File: src/rtl/tau_mem_pkg.sv
// Shared types for the memory sequencer: the request opcode set and the FSM
// state encoding.
package tau_mem_pkg;

    typedef enum logic [2:0] {
        OpLoad   = 3'd1,
        OpStore  = 3'd2,
        OpLoadV  = 3'd3,
        OpStoreV = 3'd4,
        OpPeek   = 3'd5
    } load_store_op_set;

    typedef enum logic [1:0] {
        StIdle,
        StAccess,
        StWait,
        StRespond
    } seq_state_e;

    localparam int unsigned LatCntWidth = 4;

endpackage

File: src/rtl/mem_latency_counter.sv
// Loadable down-counter that times the read wait; done_o is high while the
// count sits at zero.
module mem_latency_counter #(
    parameter int unsigned Width = 4
) (
    input  logic             clk,
    input  logic             reset,
    input  logic             load_i,
    input  logic [Width-1:0] load_value_i,
    input  logic             dec_i,
    output logic             done_o
);

    logic [Width-1:0] cnt_q, cnt_d;

    always_comb begin
        cnt_d = cnt_q;
        if (load_i) begin
            cnt_d = load_value_i;
        end else if (dec_i && (cnt_q != '0)) begin
            cnt_d = cnt_q - 1'b1;
        end
    end

    always_ff @(posedge clk) begin
        if (reset) begin
            cnt_q <= '0;
        end else begin
            cnt_q <= cnt_d;
        end
    end

    assign done_o = (cnt_q == '0);

endmodule

File: src/rtl/memory_sequencer.sv
// Single-request sequencer that turns LOAD/STORE/LOADV/STOREV/PEEK requests into
// one program- or variable-RAM access and returns a one-cycle response.
module memory_sequencer
    import tau_mem_pkg::*;
#(
    parameter int unsigned ADDRESS_WIDTH = 16,
    parameter int unsigned DATA_WIDTH    = 16,
    parameter int unsigned RAM_LATENCY   = 1,
    parameter int unsigned PEEK_OFFSET   = 1,
    parameter int unsigned V_RAM_DEPTH   = 2 ** ADDRESS_WIDTH
) (
    input  logic                     clk,
    input  logic                     reset,
    input  logic                     req_valid,
    output logic                     req_ready,
    input  logic [2:0]               op,
    input  logic [ADDRESS_WIDTH-1:0] pc_address,
    input  logic [ADDRESS_WIDTH-1:0] address,
    input  logic [DATA_WIDTH-1:0]    wr_data,
    output logic                     p_ram_en,
    output logic                     p_ram_rw,
    output logic [ADDRESS_WIDTH-1:0] p_ram_address,
    output logic [DATA_WIDTH-1:0]    p_ram_wdata,
    input  logic [DATA_WIDTH-1:0]    p_ram_rdata,
    output logic                     v_ram_en,
    output logic                     v_ram_rw,
    output logic [ADDRESS_WIDTH-1:0] v_ram_address,
    output logic [DATA_WIDTH-1:0]    v_ram_wdata,
    input  logic [DATA_WIDTH-1:0]    v_ram_rdata,
    output logic                     rsp_valid,
    output logic [DATA_WIDTH-1:0]    rsp_data,
    output logic                     rsp_error
);

    localparam logic [ADDRESS_WIDTH:0]     VDepth   = (ADDRESS_WIDTH + 1)'(V_RAM_DEPTH);
    localparam logic [ADDRESS_WIDTH-1:0]   PeekOff  = ADDRESS_WIDTH'(PEEK_OFFSET);
    localparam logic [LatCntWidth-1:0]     WaitLoad = LatCntWidth'(RAM_LATENCY - 1);

    seq_state_e state_q, state_d;
    logic is_read_q, is_read_d;
    logic sel_v_q, sel_v_d;
    logic p_en_q, p_en_d, p_rw_q, p_rw_d;
    logic v_en_q, v_en_d, v_rw_q, v_rw_d;
    logic [ADDRESS_WIDTH-1:0] p_addr_q, p_addr_d, v_addr_q, v_addr_d;
    logic [DATA_WIDTH-1:0]    p_wdata_q, p_wdata_d, v_wdata_q, v_wdata_d;
    logic rsp_valid_q, rsp_valid_d, rsp_error_q, rsp_error_d;
    logic [DATA_WIDTH-1:0] rsp_data_q, rsp_data_d;

    logic                     dec_err, dec_v, dec_wr, addr_oor;
    logic [ADDRESS_WIDTH-1:0] dec_addr;
    logic                     cnt_load, cnt_done, accept;

    assign req_ready = !reset && (state_q == StIdle);
    assign accept    = req_valid && req_ready;
    assign addr_oor  = ({1'b0, address} >= VDepth);

    always_comb begin
        dec_err  = 1'b0;
        dec_v    = 1'b0;
        dec_wr   = 1'b0;
        dec_addr = address;
        case (op)
            OpLoad:   ;
            OpStore:  dec_wr = 1'b1;
            OpLoadV: begin
                dec_v   = 1'b1;
                dec_err = addr_oor;
            end
            OpStoreV: begin
                dec_v   = 1'b1;
                dec_wr  = 1'b1;
                dec_err = addr_oor;
            end
            OpPeek:   dec_addr = pc_address + PeekOff;
            default:  dec_err = 1'b1;
        endcase
    end

    always_comb begin
        state_d     = state_q;
        is_read_d   = is_read_q;
        sel_v_d     = sel_v_q;
        p_en_d      = 1'b0;
        p_rw_d      = 1'b0;
        v_en_d      = 1'b0;
        v_rw_d      = 1'b0;
        p_addr_d    = p_addr_q;
        p_wdata_d   = p_wdata_q;
        v_addr_d    = v_addr_q;
        v_wdata_d   = v_wdata_q;
        rsp_valid_d = 1'b0;
        rsp_error_d = rsp_error_q;
        rsp_data_d  = rsp_data_q;
        cnt_load    = 1'b0;

        unique case (state_q)
            StIdle: begin
                if (accept) begin
                    if (dec_err) begin
                        state_d     = StRespond;
                        rsp_valid_d = 1'b1;
                        rsp_error_d = 1'b1;
                        rsp_data_d  = '0;
                    end else begin
                        state_d   = StAccess;
                        is_read_d = !dec_wr;
                        sel_v_d   = dec_v;
                        if (dec_v) begin
                            v_en_d   = 1'b1;
                            v_rw_d   = dec_wr;
                            v_addr_d = dec_addr;
                            if (dec_wr) v_wdata_d = wr_data;
                        end else begin
                            p_en_d   = 1'b1;
                            p_rw_d   = dec_wr;
                            p_addr_d = dec_addr;
                            if (dec_wr) p_wdata_d = wr_data;
                        end
                    end
                end
            end
            StAccess: begin
                if (is_read_q) begin
                    state_d  = StWait;
                    cnt_load = 1'b1;
                end else begin
                    state_d     = StRespond;
                    rsp_valid_d = 1'b1;
                    rsp_error_d = 1'b0;
                    rsp_data_d  = '0;
                end
            end
            StWait: begin
                // The last WAIT cycle is the one in which read data is valid.
                if (cnt_done) begin
                    state_d     = StRespond;
                    rsp_valid_d = 1'b1;
                    rsp_error_d = 1'b0;
                    rsp_data_d  = sel_v_q ? v_ram_rdata : p_ram_rdata;
                end
            end
            StRespond: state_d = StIdle;
            default:   state_d = StIdle;
        endcase
    end

    always_ff @(posedge clk) begin
        if (reset) begin
            state_q     <= StIdle;
            is_read_q   <= 1'b0;
            sel_v_q     <= 1'b0;
            p_en_q      <= 1'b0;
            p_rw_q      <= 1'b0;
            v_en_q      <= 1'b0;
            v_rw_q      <= 1'b0;
            p_addr_q    <= '0;
            p_wdata_q   <= '0;
            v_addr_q    <= '0;
            v_wdata_q   <= '0;
            rsp_valid_q <= 1'b0;
            rsp_error_q <= 1'b0;
            rsp_data_q  <= '0;
        end else begin
            state_q     <= state_d;
            is_read_q   <= is_read_d;
            sel_v_q     <= sel_v_d;
            p_en_q      <= p_en_d;
            p_rw_q      <= p_rw_d;
            v_en_q      <= v_en_d;
            v_rw_q      <= v_rw_d;
            p_addr_q    <= p_addr_d;
            p_wdata_q   <= p_wdata_d;
            v_addr_q    <= v_addr_d;
            v_wdata_q   <= v_wdata_d;
            rsp_valid_q <= rsp_valid_d;
            rsp_error_q <= rsp_error_d;
            rsp_data_q  <= rsp_data_d;
        end
    end

    mem_latency_counter #(
        .Width(LatCntWidth)
    ) u_lat_cnt (
        .clk         (clk),
        .reset       (reset),
        .load_i      (cnt_load),
        .load_value_i(WaitLoad),
        .dec_i       (state_q == StWait),
        .done_o      (cnt_done)
    );

    assign p_ram_en      = p_en_q;
    assign p_ram_rw      = p_rw_q;
    assign p_ram_address = p_addr_q;
    assign p_ram_wdata   = p_wdata_q;
    assign v_ram_en      = v_en_q;
    assign v_ram_rw      = v_rw_q;
    assign v_ram_address = v_addr_q;
    assign v_ram_wdata   = v_wdata_q;
    assign rsp_valid     = rsp_valid_q;
    assign rsp_data      = rsp_data_q;
    assign rsp_error     = rsp_error_q;

endmodule

File: config.mk
export PLATFORM = sky130hd
export DESIGN_NAME = memory_sequencer
export DESIGN_NICKNAME = d
export VERILOG_FILES = /design/src/rtl/tau_mem_pkg.sv /design/src/rtl/mem_latency_counter.sv /design/src/rtl/memory_sequencer.sv
export SDC_FILE = /design/constraint.sdc
export NUM_CORES = 1
export LEC_CHECK = 0
export ABC_CLOCK_PERIOD_IN_PS = 6400
export CORE_ASPECT_RATIO = 1.75
export CORE_UTILIZATION = 47
export DETAILED_ROUTE_END_ITERATION = 10
export HOLD_SLACK_MARGIN = 0.06
export MAX_ROUTING_LAYER = met4
export PLACE_DENSITY = 0.92
export SYNTH_ARGS = -nofsm -noshare
export SYNTH_HDL_FRONTEND = slang
export SYNTH_HIERARCHICAL = 1
export SYNTH_SLANG_ARGS = --single-unit
File: constraint.sdc
create_clock -name clk -period 6.4 [get_ports clk]
set_input_delay 0.64 -clock clk [delete_from_list [all_inputs] [get_ports clk]]
set_output_delay 0.64 -clock clk [all_outputs]
set_load 0.1 [all_outputs]
; After elaboration in Yosys (flattened, before gate mapping)
; Cells that the tools add are included.
[totals]
register_bits = 94
input_bits = 86
out_inout_bits = 87
word_cells = 84
[op_classes]
add_sub_neg = 2
eq_ne = 12
mux = 28
n_bitwise = 4
reduce_logical = 23
[ops]
columns = op, n
row1 = 16-bit two-way mux, 6
row2 = 16-bit one-hot mux with 3 select lines, 1
row3 = "16-bit by 1-bit adder with 16-bit output, second input constant", 1
row4 = 1-bit two-way mux, 15
row5 = 5-bit AND reduction, 3
row6 = 5-bit OR reduction, 3
row7 = "2-bit inequality test, second input constant", 4
row8 = 2-bit one-hot mux with 4 select lines, 1
row9 = 4-bit AND reduction, 2
row10 = "3-bit by 2-bit equality test with 1-bit output, second input constant", 2
row11 = "3-bit equality test, second input constant", 2
row12 = 2-bit two-way mux, 3
row13 = 1-bit one-hot mux with 3 select lines, 2
row14 = 2-bit OR reduction, 3
row15 = "2-bit equality test, second input constant", 2
row16 = 4-bit logical NOT, 1
row17 = 1-bit inverter, 4
row18 = 4-bit nonzero test, 1
row19 = 4-bit OR reduction, 1
row20 = "4-bit by 1-bit subtractor with 4-bit output, second input constant", 1
row21 = "3-bit by 1-bit equality test with 1-bit output, second input constant", 1
row22 = 1-bit logical AND, 3
row23 = 3-bit AND reduction, 1
row24 = 3-bit nonzero test, 1
row25 = other kinds (4), 5

; Logic depth before layout (Yosys ltp)
[depth]
word_depth = 5
mapped_depth = 9
mapped_depth_nobuf = 8

; By module
; Netlist, hierarchy kept.
[by_module_without_submodules]
columns = mod, instances, cells_each, area_per_inst_um2, seq_area_each_um2
row1 = memory_sequencer, 1, 465, 4041.4, 1801.7
row2 = mem_latency_counter, 1, 29, 262.8, 80.1

; Worst setup path after synthesis
; Ideal clock, no wire load.
[synth_path]
kind = input-to-output
from = input reset
to = output req_ready
t_arrival_ns = 2.150
required_time_ns = 5.760
setup_slack_ns = 3.610
path_stages = 2
path_buffers = 1
cell_sequence = clkbuf_1 > nor2b_1
[synth_between]
elab_chain_len = 2
[synth_rtl]
columns = item, line
row1 = "start, declared", memory_sequencer.sv:13  ; input logic reset,
row2 = 1-bit logical NOT, memory_sequencer.sv:53  ; assign req_ready = !reset && (state_q == StIdle);
row3 = 1-bit logical AND, memory_sequencer.sv:53
row4 = "end, declared", memory_sequencer.sv:15  ; output logic req_ready,
; No other way between the ends.

; Worst setup path in the final report
[layout_path]
from = register state_q[0]
to = output req_ready
[layout_between]
elab_chain_len = 2
[layout_rtl]
columns = item, line
row1 = "start, declared", memory_sequencer.sv:39  ; seq_state_e state_q, state_d;
row2 = "start signal, assigned", memory_sequencer.sv:149  ; state_q <= StIdle;
row3 = "start signal, assigned", memory_sequencer.sv:164  ; state_q <= state_d;
row4 = 2-bit logical NOT, memory_sequencer.sv:53
row5 = 1-bit logical AND, memory_sequencer.sv:53
; No other way between the ends.

==> key figures <==
Run status
  – Status: complete, no violations

Placed design
  – Detail Placement HPWL: 9370 µm
  – Gp weighted congestion: 0.891
  – Placed Area: 6030 µm²
  – PortBufs: 172

Clock tree
  – Resized cells post-CTS: 0
  – Root Driver: clkbuf_16
  – Clock Latency Late Sink: 0.33 ns
  – Total CTS buffers: 9
  – Post CTS Setup Buffer Count: 0
  – H-tree depth: 3
  – Clock buffer depth: 2
  – Post-CTS Hold Buffers: 0
  – Clk slew on worst S/H paths: 0.06 ns
  – Clock Sinks: 94
  – CTS tree: yes

Power
  – Int Power: 1120 µW
  – Combinational power share: 36.1%
  – Net Sw Frac: 38.0%
  – Switching pwr: 685 µW
  – Final Power: 1800 µW
  – Part of the power in registers: 36.5%
  – Static Leak: 0.00239 µW
  – Max VDD drop: 0.270 mV
  – Clk pwr share: 27.4%
  – Pwr dens: 286 nW/µm²

Floorplanning
  – DIE AREA: 9560 µm²
  – Die Width: 74.3 µm
  – Initial Util: 49.0%
  – Site Rows: 45
  – Core Region: 8780 µm²
  – # IOs: 173
  – DIE HEIGHT: 129 µm

Logic synthesis
  – Asr flop ratio synth: 0%
  – Seq/Total Area, Yosys: 43.7%
  – Post-Syn Area: 4300 µm²
  – Post-synth cell types: 53
  – Yosys warning count: 6
  – EDFF count, synth: 0
  – Share of Yosys cell area claimed by the top area cell type: 43.7%
  – Post-synthesis average cell area: 8.71 µm²
  – Most area-hungry cell type in the Yosys netlist: dfxtp_1
  – Synth Instances: 494
  – Synth Flop Type: dfxtp_1
  – Area contributors post-synth: dfxtp_1 44%, mux2i_1 8.4%, nand2_1 6.9%, mux2_2 5.5%, nor2_1 3.8%
  – Number of synthesized register bits: 94

Drt
  – Vias: 4135
  – DRC Markers: 0
  – Post-Route WL: 12200 µm
  – Wire length per cell: 15.8 µm
  – Routed Antenna Nets: 0
  – DR iter-0 viols: 184
  – Mean number of vias per cell: 5.36
  – Drt first pass iters: 4

Setup path
  – Critical path cell sequence: inv_1 -> ha_1 -> nor2b_1 -> clkdlybuf4s50_1
  – Critical Path Start Type: register
  – Levels on crit path: 4
  – WS Path Type: reg2out
  – Worst-path fanout max: 7
  – CP bufs+invs: 2
  – Top Family by Delay on Critical Path: buffers and inverters
  – CP max-delay cell: clkdlybuf4s50_1
  – CP required: 5.76 ns
  – Critical path endpoint category: output port
  – Worst Path Arrival: 2.45 ns
  – R2R depth: 7
  – Max incr delay on CP: 1.18 ns

STA
  – Final period util: 48.3%
  – TNS Setup: 0 ns
  – Number of hold violations in the final report: 0
  – Tmin final: 3.09 ns
  – Worst Tran Pin Value: 1.22 ns
  – RSZ-0062 raised after global routing: no
  – Pins Over Slew Limit: 0
  – Achievable Freq: 323 MHz
  – Clock Skew: 0.00731 ns
  – # setup viols final: 0
  – Relative slew slack: 18.7%

Global routing
  – GRT Residual Overflow: 0
  – Initial antenna violation count: 0
  – First-pass GRT wire length: 19100 µm
  – Vias in the first global route: 4146
  – Overall routing resource usage: 26.9%
  – Largest net degree at the start of global routing: 57

Finish
  – Fin nets: 741
  – Layout area overhead: 46.7%
  – Layout cell share with drive strength beyond 1: 7.65%
  – Diodes inserted: 0
  – Design area: 6310 µm²

Min path
  – Hold WC Path Type: reg2reg
  – WHS Path Cells: 2

Run
  – Max Cap Viol: 0
cell usage after synthesis (4+ instances only):
cell type / n
nor3_1: 4
o21ai_0: 21
nand3b_1: 5
xnor2_1: 7
a21oi_1: 27
o31ai_1: 6
nor2_1: 44
mux2_2: 21
nand2b_1: 5
buf_2: 5
ha_1: 6
a211oi_1: 4
dfxtp_1: 94
nor2b_1: 5
mux2i_1: 36
nand3_1: 28
inv_1: 13
nor4_1: 6
clkbuf_1: 22
nand2_1: 79
a21o_1: 4
layout by cell type, fill, tap and decap left out, types with 6 or more instances in the layout:
cell             netlist  final
clkdlybuf4s50_1        0    171
inv_1                 13     13
dfxtp_1               94     94
clkbuf_16              0      9
o21ai_0               21     21
nor2_1                44     44
xnor2_1                7      7
o31ai_1                6      6
nor4_1                 6      6
nand3_1               28     28
nand2_1               79     79
mux2_2                21     21
ha_1                   6      6
a21oi_1               27     27
mux2i_1               36     36
through the flow:
step,setup WS (ns),std cells,hold WS [ns],utilization [%]
6_report,3.31,771,0.460,71.9
5_1_grt,3.17,771,0.475,71.9
4_1_cts,3.29,771,0.463,71.9
3_5_place_dp,3.28,755,0.454,68.6
3_3_place_gp,3.35,755,0.444,68.6
2_1_floorplan,3.61,497,0.484,-
final cells by class:
| cell class | instances | area, µm² |
|---|---|---|
| fillers | 708 | 2470 |
| multi-input cells | 356 | 2220 |
| well taps | 117 | 146 |
| clock buffers | 10 | 239 |
| clock inverters | 6 | 45.0 |
| flip-flops and latches | 94 | 1880 |
| inverters | 15 | 56.3 |
| repair buffers | 173 | 1720 |
path summary, 6_finish.rpt:
kind                                   startpoint                      endpoint  slack (ns)
setup reg to reg  u_lat_cnt/cnt_q[1]$_SDFFE_PP0P_        rsp_error$_SDFFE_PP0P_        3.85
setup / recovery          state_q[0]$_SDFFE_PP0P_                     req_ready        3.31
hold / removal       p_ram_wdata[14]$_SDFFE_PP0P_  p_ram_wdata[14]$_SDFFE_PP0P_        0.46
hold reg to reg      p_ram_wdata[14]$_SDFFE_PP0P_  p_ram_wdata[14]$_SDFFE_PP0P_        0.46
logic make-up after synthesis:
group,count (synthesis),share of synthesized area (%)
buffers and inverters,47,4.97
and+or+nand+nor,199,21.8
xor gates and xnor gates,8,1.63
DFF,94,43.7
adders and majority gates,6,1.74
AOI/OAI and AO/OA,82,12.2
muxes,57,13.9
other,1,0.0871
per-layer routing:
metal	wire length, µm	share of wire [%]	global-route usage [%]
met1	4200	34	25.2
met2	7090	58	50.9
met3	491	4.0	4.62
met4	431	3.5	12.2
met5	0	0	-
registers in the layout, summed over array words and instances, names as in the netlist:
signal and count:
v_ram_wdata 16, p_ram_en 1, rsp_error 1, state_q 2, rsp_data 16, v_ram_rw 1
v_ram_address 16, p_ram_address 16, is_read_q 1, u_lat_cnt/cnt_q 4, p_ram_wdata 16, p_ram_rw 1
v_ram_en 1, rsp_valid 1, sel_v_q 1
worst register-to-register path, cell delays in order (launching register included):
cell and delay, ns:
dfxtp_1 0.32, inv_1 0.12, ha_1 0.22, or3b_4 0.44, inv_1 0.11, nor2b_1 0.08
a2111o_1 0.74, mux2_2 0.41
power groups by stage:
stage	logic (µW)	registers (µW)	clock network, µW
after floorplan	269	902	0
after global placement	639	669	0
after detailed placement	652	671	0
after CTS	653	659	506
after global routing	689	663	528
final	651	659	494
Note: power is estimated with default switching activity, not from simulation.
==> variant (config.mk and constraints unchanged) <==
Take the reset off `p_addr_q`, `p_wdata_q`, `v_addr_q`, `v_wdata_q` and `rsp_data_q` and load them in a clocked block of their own.
--- a/src/rtl/memory_sequencer.sv
+++ b/src/rtl/memory_sequencer.sv
@@ -153,13 +153,8 @@
             p_rw_q      <= 1'b0;
             v_en_q      <= 1'b0;
             v_rw_q      <= 1'b0;
-            p_addr_q    <= '0;
-            p_wdata_q   <= '0;
-            v_addr_q    <= '0;
-            v_wdata_q   <= '0;
             rsp_valid_q <= 1'b0;
             rsp_error_q <= 1'b0;
-            rsp_data_q  <= '0;
         end else begin
             state_q     <= state_d;
             is_read_q   <= is_read_d;
@@ -168,14 +163,17 @@
             p_rw_q      <= p_rw_d;
             v_en_q      <= v_en_d;
             v_rw_q      <= v_rw_d;
-            p_addr_q    <= p_addr_d;
-            p_wdata_q   <= p_wdata_d;
-            v_addr_q    <= v_addr_d;
-            v_wdata_q   <= v_wdata_d;
             rsp_valid_q <= rsp_valid_d;
             rsp_error_q <= rsp_error_d;
-            rsp_data_q  <= rsp_data_d;
         end
+    end
+
+    always_ff @(posedge clk) begin
+        p_addr_q   <= p_addr_d;
+        p_wdata_q  <= p_wdata_d;
+        v_addr_q   <= v_addr_d;
+        v_wdata_q  <= v_wdata_d;
+        rsp_data_q <= rsp_data_d;
     end
 
     mem_latency_counter #(
Function: differs if reset is asserted again (counterexample within 4 cycles, from zero or initial values and one cycle with reset high); with reset held inactive, the same outputs for 4 cycles.
==> variant against the unedited design <==
The run now ends with DRC left. Sequential power grew 22%. Cell area shrank 3.7%. Total power grew 24%. Sequential cell count is the same. Register-to-register slack lost 0.07 ns. Synthesized area shrank 8.0%. Worst setup slack lost 0.31 ns. Routed wire length shrank 11%. Via count shrank 26%. Largest power group is now combinational cells. Highest routed layer unchanged.
==> variant: results (changes against the unedited design) <==
status=complete, but fails checks; failing checks=DRC; Mapped Cells=290 (-41%); Worst Setup SP=reset; CLK BUF=11 (+1); Net Sw Frac=41.8% (+3.8 points); min Tclk post-route=3.40 ns (+0.305 ns); post-synthesis xor/xnor area fraction=3.10% (+1.5 points); Synth Area in Adders=1.90% (+0.15 points); Worst R2R Setup Slack=3.78 ns (-0.07 ns); Tap Cells=92 (-21%); cell area after layout=6080 um2 (-3.7%); Layout non-clock buf frac=28.8% (+1.5 points); clk tree area frac=4.82% (+0.32 points); synth top area cells=edfxtp_1, dfxtp_1, mux2i_1, nor2b_1, xnor2_1; combinational power share=40.9% (+4.8 points); post-synthesis mux area share=4.58% (-9.3 points); Initial DRC Count=208 (+13%); Placed Area=5780 um2 (-4.1%); Cell Count, Final, Fillers Out=568 (-26%); Multi-input gate area=1200 um2 (-46%); met2 WL post-DR=6.40 mm (-9.7%); placed insts=552 (-27%); Non-clock buffers=176 (+1.7%); Max IR drop VDD=0.391 mV (+45%); largest net degree at the start of global routing=32 (-44%); DR WL met3=576 um (+17%); vias in the first global route=3050 (-26%); first-pass GRT wire length=16.0 mm (-16%); count of different cell masters after synthesis=43 (-19%); layout cells sized above 1=5.67% (-2.0 points); P_leak=2.09 nW (-13%); Crit path largest cell delay=1.15 ns (-0.03 ns); Post-DP HPWL=7.99 mm (-15%); met2 Resource Use GR=49.8% (-1.0 points); setup skew after layout=0.00783 ns (+0.000517 ns); CP max FO=16 (+9); Arrival @ worst endpoint=2.76 ns (+0.31 ns); Nets=563 (-24%); top cells by count, synth=edfxtp_1, nand2_1, nor2b_1; Vias/cell=5.37 (+0.16%); total track usage=25.9% (-0.93 points); sequential-to-total area share from yosys stat=67.8% (+24 points); Fillers=511 (-28%); WHS Endpoint=state_q[1]; Fin Hold WS=0.547 ns (+0.0865 ns); DRC=15 (+15); met1 global-route usage=24.4% (-0.83 points); met3 usage=4.73% (+0.11 points); number of detailed-route iterations in the first pass=8 (+4); Post-synth EDFFs=80 (+80)
==> variant: cell types whose count changed after synthesis, moves of 6 or more <==
cell / delta
mux2_2: -20
nand2_1: -54
nor2_1: -28
dfxtp_1: -80
nor2b_1: +15
o21ai_0: -9
o31ai_1: -6
a21oi_1: -16
clkbuf_1: -19
mux2i_1: -19
nand3_1: -20
edfxtp_1: +80
==> variant: kinds of logic (layout without fill, tap and decap cells) <==
kind of cell               Yosys count  count (layout)
adders and majority gates            6               6
and+or+nand+nor                    100             100
xor gates and xnor gates            14              14
DFF                                 94              94
AOI/OAI and AO/OA                   39              39
other                                1               4
buffers and inverters               18             201
muxes                               18              18
==> variant: worst min-delay path: cells and delay by family (launching register included) <==
kind	cells	cell delay (ns)
simple gates	1	0.09
compound gates	1	0.06
flops	1	0.35
